$ cat src/rtl/adc_serial_reader_if.sv
// Signal bundle between the ADC serial reader and its surroundings: ADC pins plus sample outputs.
// The master modport is the reader itself; the slave modport is the ADC/consumer side.
interface adc_serial_reader_if;
    logic        enable;
    logic        sdata;
    logic        cs_n;
    logic        sclk;
    logic [11:0] sample;
    logic        A;
    logic        B;
    logic        C;
    logic        D;
    logic        sample_valid;
    logic        frame_err;

    modport master (
        input  enable, sdata,
        output cs_n, sclk, sample, A, B, C, D, sample_valid, frame_err
    );

    modport slave (
        output enable, sdata,
        input  cs_n, sclk, sample, A, B, C, D, sample_valid, frame_err
    );
endinterface

$ cat src/rtl/adc_serial_reader.sv
// SPI-style reader for a 12-bit AD7476-class ADC: 16-clock frames, 4 leading zeros, MSB first.
// Runs back-to-back conversions while enabled; every output is a flop.
module adc_serial_reader #(
    parameter int unsigned CLK_DIV    = 25,
    parameter int unsigned SAMPLE_GAP = 50
) (
    input logic                 clk,
    input logic                 reset_n,
    adc_serial_reader_if.master bus
);

    localparam int unsigned CntMax = (CLK_DIV > SAMPLE_GAP) ? CLK_DIV : SAMPLE_GAP;
    localparam int unsigned CntW   = $clog2(CntMax + 1);
    localparam logic [CntW-1:0] DivLast = CntW'(CLK_DIV - 1);
    localparam logic [CntW-1:0] GapLast = CntW'(SAMPLE_GAP - 1);

    typedef enum logic [2:0] {StIdle, StStart, StShift, StStop, StWait} state_e;

    state_e          state_q, state_d;
    logic [CntW-1:0] cnt_q, cnt_d;
    logic [3:0]      bit_q, bit_d;
    logic            half_q, half_d;
    logic [15:0]     shift_q, shift_d;
    logic [11:0]     sample_q, sample_d;
    logic            cs_n_q, cs_n_d;
    logic            sclk_q, sclk_d;
    logic            valid_q, valid_d;
    logic            err_q, err_d;

    always_comb begin
        state_d  = state_q;
        cnt_d    = cnt_q;
        bit_d    = bit_q;
        half_d   = half_q;
        shift_d  = shift_q;
        sample_d = sample_q;
        valid_d  = 1'b0;
        err_d    = 1'b0;

        unique case (state_q)
            StIdle: begin
                if (bus.enable) begin
                    state_d = StStart;
                    cnt_d   = '0;
                end
            end
            StStart: begin
                if (cnt_q == DivLast) begin
                    state_d = StShift;
                    cnt_d   = '0;
                    bit_d   = 4'd0;
                    half_d  = 1'b0;
                end else begin
                    cnt_d = cnt_q + 1'b1;
                end
            end
            StShift: begin
                if (cnt_q == DivLast) begin
                    cnt_d = '0;
                    if (!half_q) begin
                        // This edge raises sclk, so it is also the capture edge.
                        half_d  = 1'b1;
                        shift_d = {shift_q[14:0], bus.sdata};
                    end else if (bit_q == 4'd15) begin
                        state_d = StStop;
                        if (shift_q[15:12] == 4'b0000) begin
                            sample_d = shift_q[11:0];
                            valid_d  = 1'b1;
                        end else begin
                            err_d = 1'b1;
                        end
                    end else begin
                        bit_d  = bit_q + 4'd1;
                        half_d = 1'b0;
                    end
                end else begin
                    cnt_d = cnt_q + 1'b1;
                end
            end
            StStop: begin
                state_d = StWait;
                cnt_d   = '0;
            end
            StWait: begin
                if (cnt_q == GapLast) begin
                    cnt_d   = '0;
                    state_d = bus.enable ? StStart : StIdle;
                end else begin
                    cnt_d = cnt_q + 1'b1;
                end
            end
            default: state_d = StIdle;
        endcase

        // Pin levels follow the next state so they change on the same edge as the FSM.
        cs_n_d = !((state_d == StStart) || (state_d == StShift));
        sclk_d = !((state_d == StShift) && !half_d);
    end

    always_ff @(posedge clk or negedge reset_n) begin
        if (!reset_n) begin
            state_q  <= StIdle;
            cnt_q    <= '0;
            bit_q    <= 4'd0;
            half_q   <= 1'b0;
            shift_q  <= 16'd0;
            sample_q <= 12'd0;
            cs_n_q   <= 1'b1;
            sclk_q   <= 1'b1;
            valid_q  <= 1'b0;
            err_q    <= 1'b0;
        end else begin
            state_q  <= state_d;
            cnt_q    <= cnt_d;
            bit_q    <= bit_d;
            half_q   <= half_d;
            shift_q  <= shift_d;
            sample_q <= sample_d;
            cs_n_q   <= cs_n_d;
            sclk_q   <= sclk_d;
            valid_q  <= valid_d;
            err_q    <= err_d;
        end
    end

    assign bus.cs_n         = cs_n_q;
    assign bus.sclk         = sclk_q;
    assign bus.sample       = sample_q;
    assign bus.A            = sample_q[11];
    assign bus.B            = sample_q[10];
    assign bus.C            = sample_q[9];
    assign bus.D            = sample_q[8];
    assign bus.sample_valid = valid_q;
    assign bus.frame_err    = err_q;

endmodule

$ cat src/flat_wrapper.sv
// flat-port wrapper written by rule: the top's interface ports become plain ports
module adc_serial_reader_flat 
#(
    parameter int unsigned CLK_DIV    = 25,
    parameter int unsigned SAMPLE_GAP = 50
)
  (clk, reset_n, bus_enable, bus_sdata, bus_cs_n, bus_sclk, bus_sample, bus_A, bus_B, bus_C, bus_D, bus_sample_valid, bus_frame_err);
  adc_serial_reader_if bus_i ();
  input logic clk;
  input logic reset_n;
  input wire logic [$bits(bus_i.enable)-1:0] bus_enable;
  input wire logic [$bits(bus_i.sdata)-1:0] bus_sdata;
  output wire logic [$bits(bus_i.cs_n)-1:0] bus_cs_n;
  output wire logic [$bits(bus_i.sclk)-1:0] bus_sclk;
  output wire logic [$bits(bus_i.sample)-1:0] bus_sample;
  output wire logic [$bits(bus_i.A)-1:0] bus_A;
  output wire logic [$bits(bus_i.B)-1:0] bus_B;
  output wire logic [$bits(bus_i.C)-1:0] bus_C;
  output wire logic [$bits(bus_i.D)-1:0] bus_D;
  output wire logic [$bits(bus_i.sample_valid)-1:0] bus_sample_valid;
  output wire logic [$bits(bus_i.frame_err)-1:0] bus_frame_err;
  assign bus_i.enable = bus_enable;
  assign bus_i.sdata = bus_sdata;
  assign bus_cs_n = bus_i.cs_n;
  assign bus_sclk = bus_i.sclk;
  assign bus_sample = bus_i.sample;
  assign bus_A = bus_i.A;
  assign bus_B = bus_i.B;
  assign bus_C = bus_i.C;
  assign bus_D = bus_i.D;
  assign bus_sample_valid = bus_i.sample_valid;
  assign bus_frame_err = bus_i.frame_err;
  adc_serial_reader #(.CLK_DIV(CLK_DIV), .SAMPLE_GAP(SAMPLE_GAP)) u_core (.clk(clk), .reset_n(reset_n), .bus(bus_i));
endmodule
$ cat config.mk
export PLATFORM = sky130hd
export DESIGN_NAME = adc_serial_reader_flat
export DESIGN_NICKNAME = d
export VERILOG_FILES = /design/src/rtl/adc_serial_reader_if.sv /design/src/rtl/adc_serial_reader.sv /design/src/flat_wrapper.sv
export SDC_FILE = /design/constraint.sdc
export NUM_CORES = 1
export LEC_CHECK = 0
export BUFFER_PORTS_ARGS = -buffer_cell sky130_fd_sc_hd__buf_2
export CORE_UTILIZATION = 40
export CTS_CLUSTER_DIAMETER = 80
export DETAILED_ROUTE_END_ITERATION = 12
export PLACE_DENSITY_LB_ADDON = 0.2
export SYNTH_ARGS = -nofsm -noshare
export SYNTH_HDL_FRONTEND = slang
export SYNTH_SLANG_ARGS = --single-unit
$ cat constraint.sdc
create_clock -name clk -period 1.96 [get_ports clk]
set_input_delay 0.294 -clock clk [delete_from_list [all_inputs] [get_ports clk]]
set_output_delay 0.294 -clock clk [all_outputs]
set_load 0.05 [all_outputs]
==> qor.csv <==
stage;metric;value;unit
timing;Slew Limit Fails;0;
finish;antenna cell count;0;
placement;DP HPWL;2887;µm
timing;final hold vios;22;
cts;TritonCTS buffer count;5;
floorplan;CORE AREA;5172;µm²
synth;Yosys top cell area share;50.46;%
timing;Rel. slew slack;60.76;%
synth;async set-or-reset flop fraction in the synthesized netlist;100.0;%
cts;clk buf depth;2;
synth;Synth area leader;dfrtp_1;
drt;met3 WL;163;µm
worst_setup_path;CP Launch Type;flip-flop;
drt;ANT nets after route;0;
pwr;Switching Share;20.97;%
worst_setup_path;Worst R2R Setup Slack;0.11;ns
timing;final worst path period need;1.845;ns
timing;Worst-Margin Slew;0.5886;ns
synth;register area share after synthesis;52.87;%
cts;Clock Root Buffer;clkbuf_8;
status;status;finished with violations;
synth;Compound-Gate Fraction of Synth Area;8.200;%
synth;xor and xnor area share after synthesis;1.606;%
drt;Pre-antenna DRT Iters;4;
finish;most common cell after layout, fill and taps aside;dfrtp_1;
synth;Adder-Cell Fraction of Synth Area;2.294;%
pwr;overall power;1.578;mW
synth;Main synth FF type;dfrtp_1;
timing;maximum clock rate;0.5419;GHz
timing;Setup violations, final;0;
timing;Setup TNS Final;0;ns
finish;Post-layout nets;222;
cts;post-CTS setup buffer count;0;
global_route;vias in the first global route;1348;
cts;CTS sink cnt;46;
global_route;initial antenna violation count;0;
worst_setup_path;critical path fanouts, max;4;
worst_setup_path;worst path arrival time;2.03;ns
pwr;NetSw;0.3309;mW
cts;Worst-path clk slew;0.08;ns
floorplan;placement row count;26;
drt;WL met2;1777;µm
pwr;Leak;1.307;nW
drt;DR vias/cell;5.112;
synth;Post-synth EDFFs;0;
pwr;Pint;1.247;mW
floorplan;Die H;75.86;µm
drt;final WL;3821;µm
drt;Vias;1457;
placement;RePlAce Congestion;0.8473;
worst_setup_path;Setup CP Type;flip-flop to flip-flop;
timing;RSZ-0062 raised after global routing;false;
worst_setup_path;slowest stage delay, CP;0.51;ns
worst_setup_path;CP required;2.14;ns
timing;Hold Slack;-0.007516;ns
pwr;clock share of power;38.1;%
min_path;HP Class;input pin to asynchronous set/reset pin;
drt;DRT iter0 DRCs;39;
floorplan;chip width;75.86;µm
synth;largest family of logic cells by synthesized area;multiplexers;
synth;flops & latches, synth;46;
finish;fraction of layout cells with a size suffix above 1;30.70;%
synth;Synth area leaders;dfrtp_1, mux2_1, mux2_2, dfstp_2, ha_1;
synth;Post-Synthesis Cells;182;
synth;Post-Syn Nets;190;
pwr;Comb power frac;1.7;%
drt;# DRC;0;
pwr;Reg power frac;60.2;%
timing;final period utilization;94.14;%
drt;wire length on met1;1821;µm
synth;synthesis warning total;0;
worst_setup_path;Critical Path End Type;flip-flop;
cts;H-tree depth;2;
placement;count of input and output buffers;23;
synth;Simple-Gate Fraction of Synth Area;14.33;%
worst_setup_path;worst-path cell chain;inv_1, ha_1, nand3b_1, or4_1, a21o_1, mux2_4;
floorplan;die area;5755;µm²
global_route;largest net degree at the start of global routing;28;
flow_run;max capacitance violation total;0;
timing;Clock Skew;0.005224;ns
synth;Synth Cell Area;2182;µm²
global_route;total track usage;14.94;%
global_route;first-pass GRT wire length;6313;µm
finish;commonest cells after routing, fill and taps aside;dfrtp_1, buf_2, mux2_1;
drt;DR WL/cell;13.41;µm
synth;Synth cell types;47;
status;failing checks;negative hold slack;
pwr;Pwr Density;624.3;nW/µm²
cts;CTS tree;done;
global_route;gr ovfl total;0;
synth;post-synthesis mux area share;16.06;%
floorplan;I/O pin count;24;
cts;worst-skew pair later-pin latency;0.29;ns
floorplan;initial core utilization;42.19;%
drt;DR top layer;met4;
worst_setup_path;slowest CP cell;or4_1;
finish;Area Overhead vs Synth;15.83;%
pwr;peak supply drop;0.2840;mV
synth;syn avg cell area;11.99;µm²
final cells by class:
class | instances | area [µm²]
fill | 481 | 2645
clock inverter | 1 | 8.758
timing repair buffer | 38 | 240.2
clock buffer | 7 | 86.33
sequential | 46 | 1154
multi-input combinational | 118 | 932.1
inverter | 5 | 18.77
tap | 70 | 87.58
critical path, delay by kind of cell (launching register included):
kind / cells / cell delay, ns
adder cells (fa/ha/maj): 1 / 0.17
AND/OR/NAND/NOR: 2 / 0.60
buffers and inverters: 1 / 0.11
flip-flops: 1 / 0.42
AO/OA/AOI/OAI: 1 / 0.19
multiplexers: 1 / 0.25
power groups by stage:
| stage | registers, mW | logic (mW) | clock network (mW) |
|---|---|---|---|
| floorplan | 0.969 | 0.00211 | 0 |
| global placement | 0.969 | 0.0270 | 0 |
| detailed placement | 0.969 | 0.0287 | 0 |
| CTS | 0.950 | 0.0287 | 0.627 |
| global route | 0.951 | 0.0319 | 0.665 |
| finish | 0.950 | 0.0264 | 0.601 |
per-stage QoR:
stage,instance area [µm²],instances,util (%),setup slack [ns]
3_5_place_dp,2427,277,46.93,0.1079
2_1_floorplan,2182,182,-,0.07172
6_report,2527,285,48.86,0.1148
4_1_cts,2522,285,48.77,0.09858
3_3_place_gp,2427,277,46.93,0.1479
5_1_grt,2527,285,48.86,0.02581
repair_timing:
item | in CTS | in global routing
gates resized for setup | 0 | 1
hold endpoints to repair | 0 | 0
setup endpoints to repair | 0 | 10
hold buffers | 0 | 0
flip-flops by register name, summed over array words and instances, names as in the netlist:
| name | flops |
|---|---|
| u_core.bit_q | 4 |
| u_core.bus.cs_n | 1 |
| u_core.bus.frame_err | 1 |
| u_core.bus.sample | 12 |
| u_core.bus.sample_valid | 1 |
| u_core.bus.sclk | 1 |
| u_core.cnt_q | 6 |
| u_core.half_q | 1 |
| u_core.shift_q | 16 |
| u_core.state_q | 3 |
synthesized netlist by cell type, drive strengths merged (2+ instances only):
cell type and instances:
dfrtp 44, mux2 29, nor2 10, buf 9, nand3 8, nand2 7
o21ai 6, a21oi 5, inv 5, clkbuf 4, ha 4, nand4 4
nor3 4, and3 3, nand2b 3, nor2b 3, o21a 3, a21o 2
a22oi 2, a32oi 2, and3b 2, dfstp 2, mux2i 2, o22ai 2
or4 2, xnor2 2, xor2 2
metal layers:
metal  track usage, %  vias to the layer above
met5                0                        -
met4            6.173                        0
met3            3.968                        5
met2            22.91                       29
met1            20.02                      710
li1                 -                      713
worst paths after layout:
path                                 startpoint              endpoint  cells after the start
max in group asynchronous               reset_n    u_core.shift_q[11]                      2
min                                     reset_n     u_core.state_q[1]                      1
min in group clk                      bus_sdata     u_core.shift_q[0]                      2
max                             u_core.cnt_q[1]       u_core.bit_q[0]                      6
min reg2reg                u_core.bus.sample[5]  u_core.bus.sample[5]                      1
max reg2reg                     u_core.cnt_q[1]       u_core.bit_q[0]                      6
logic make-up after synthesis:
logic type,after synthesis
compound gates,27
xor+xnor,4
fa+ha+maj,4
buf+inv,18
flops,46
mux,31
simple gates,52
(Power assumes the default switching activity.)
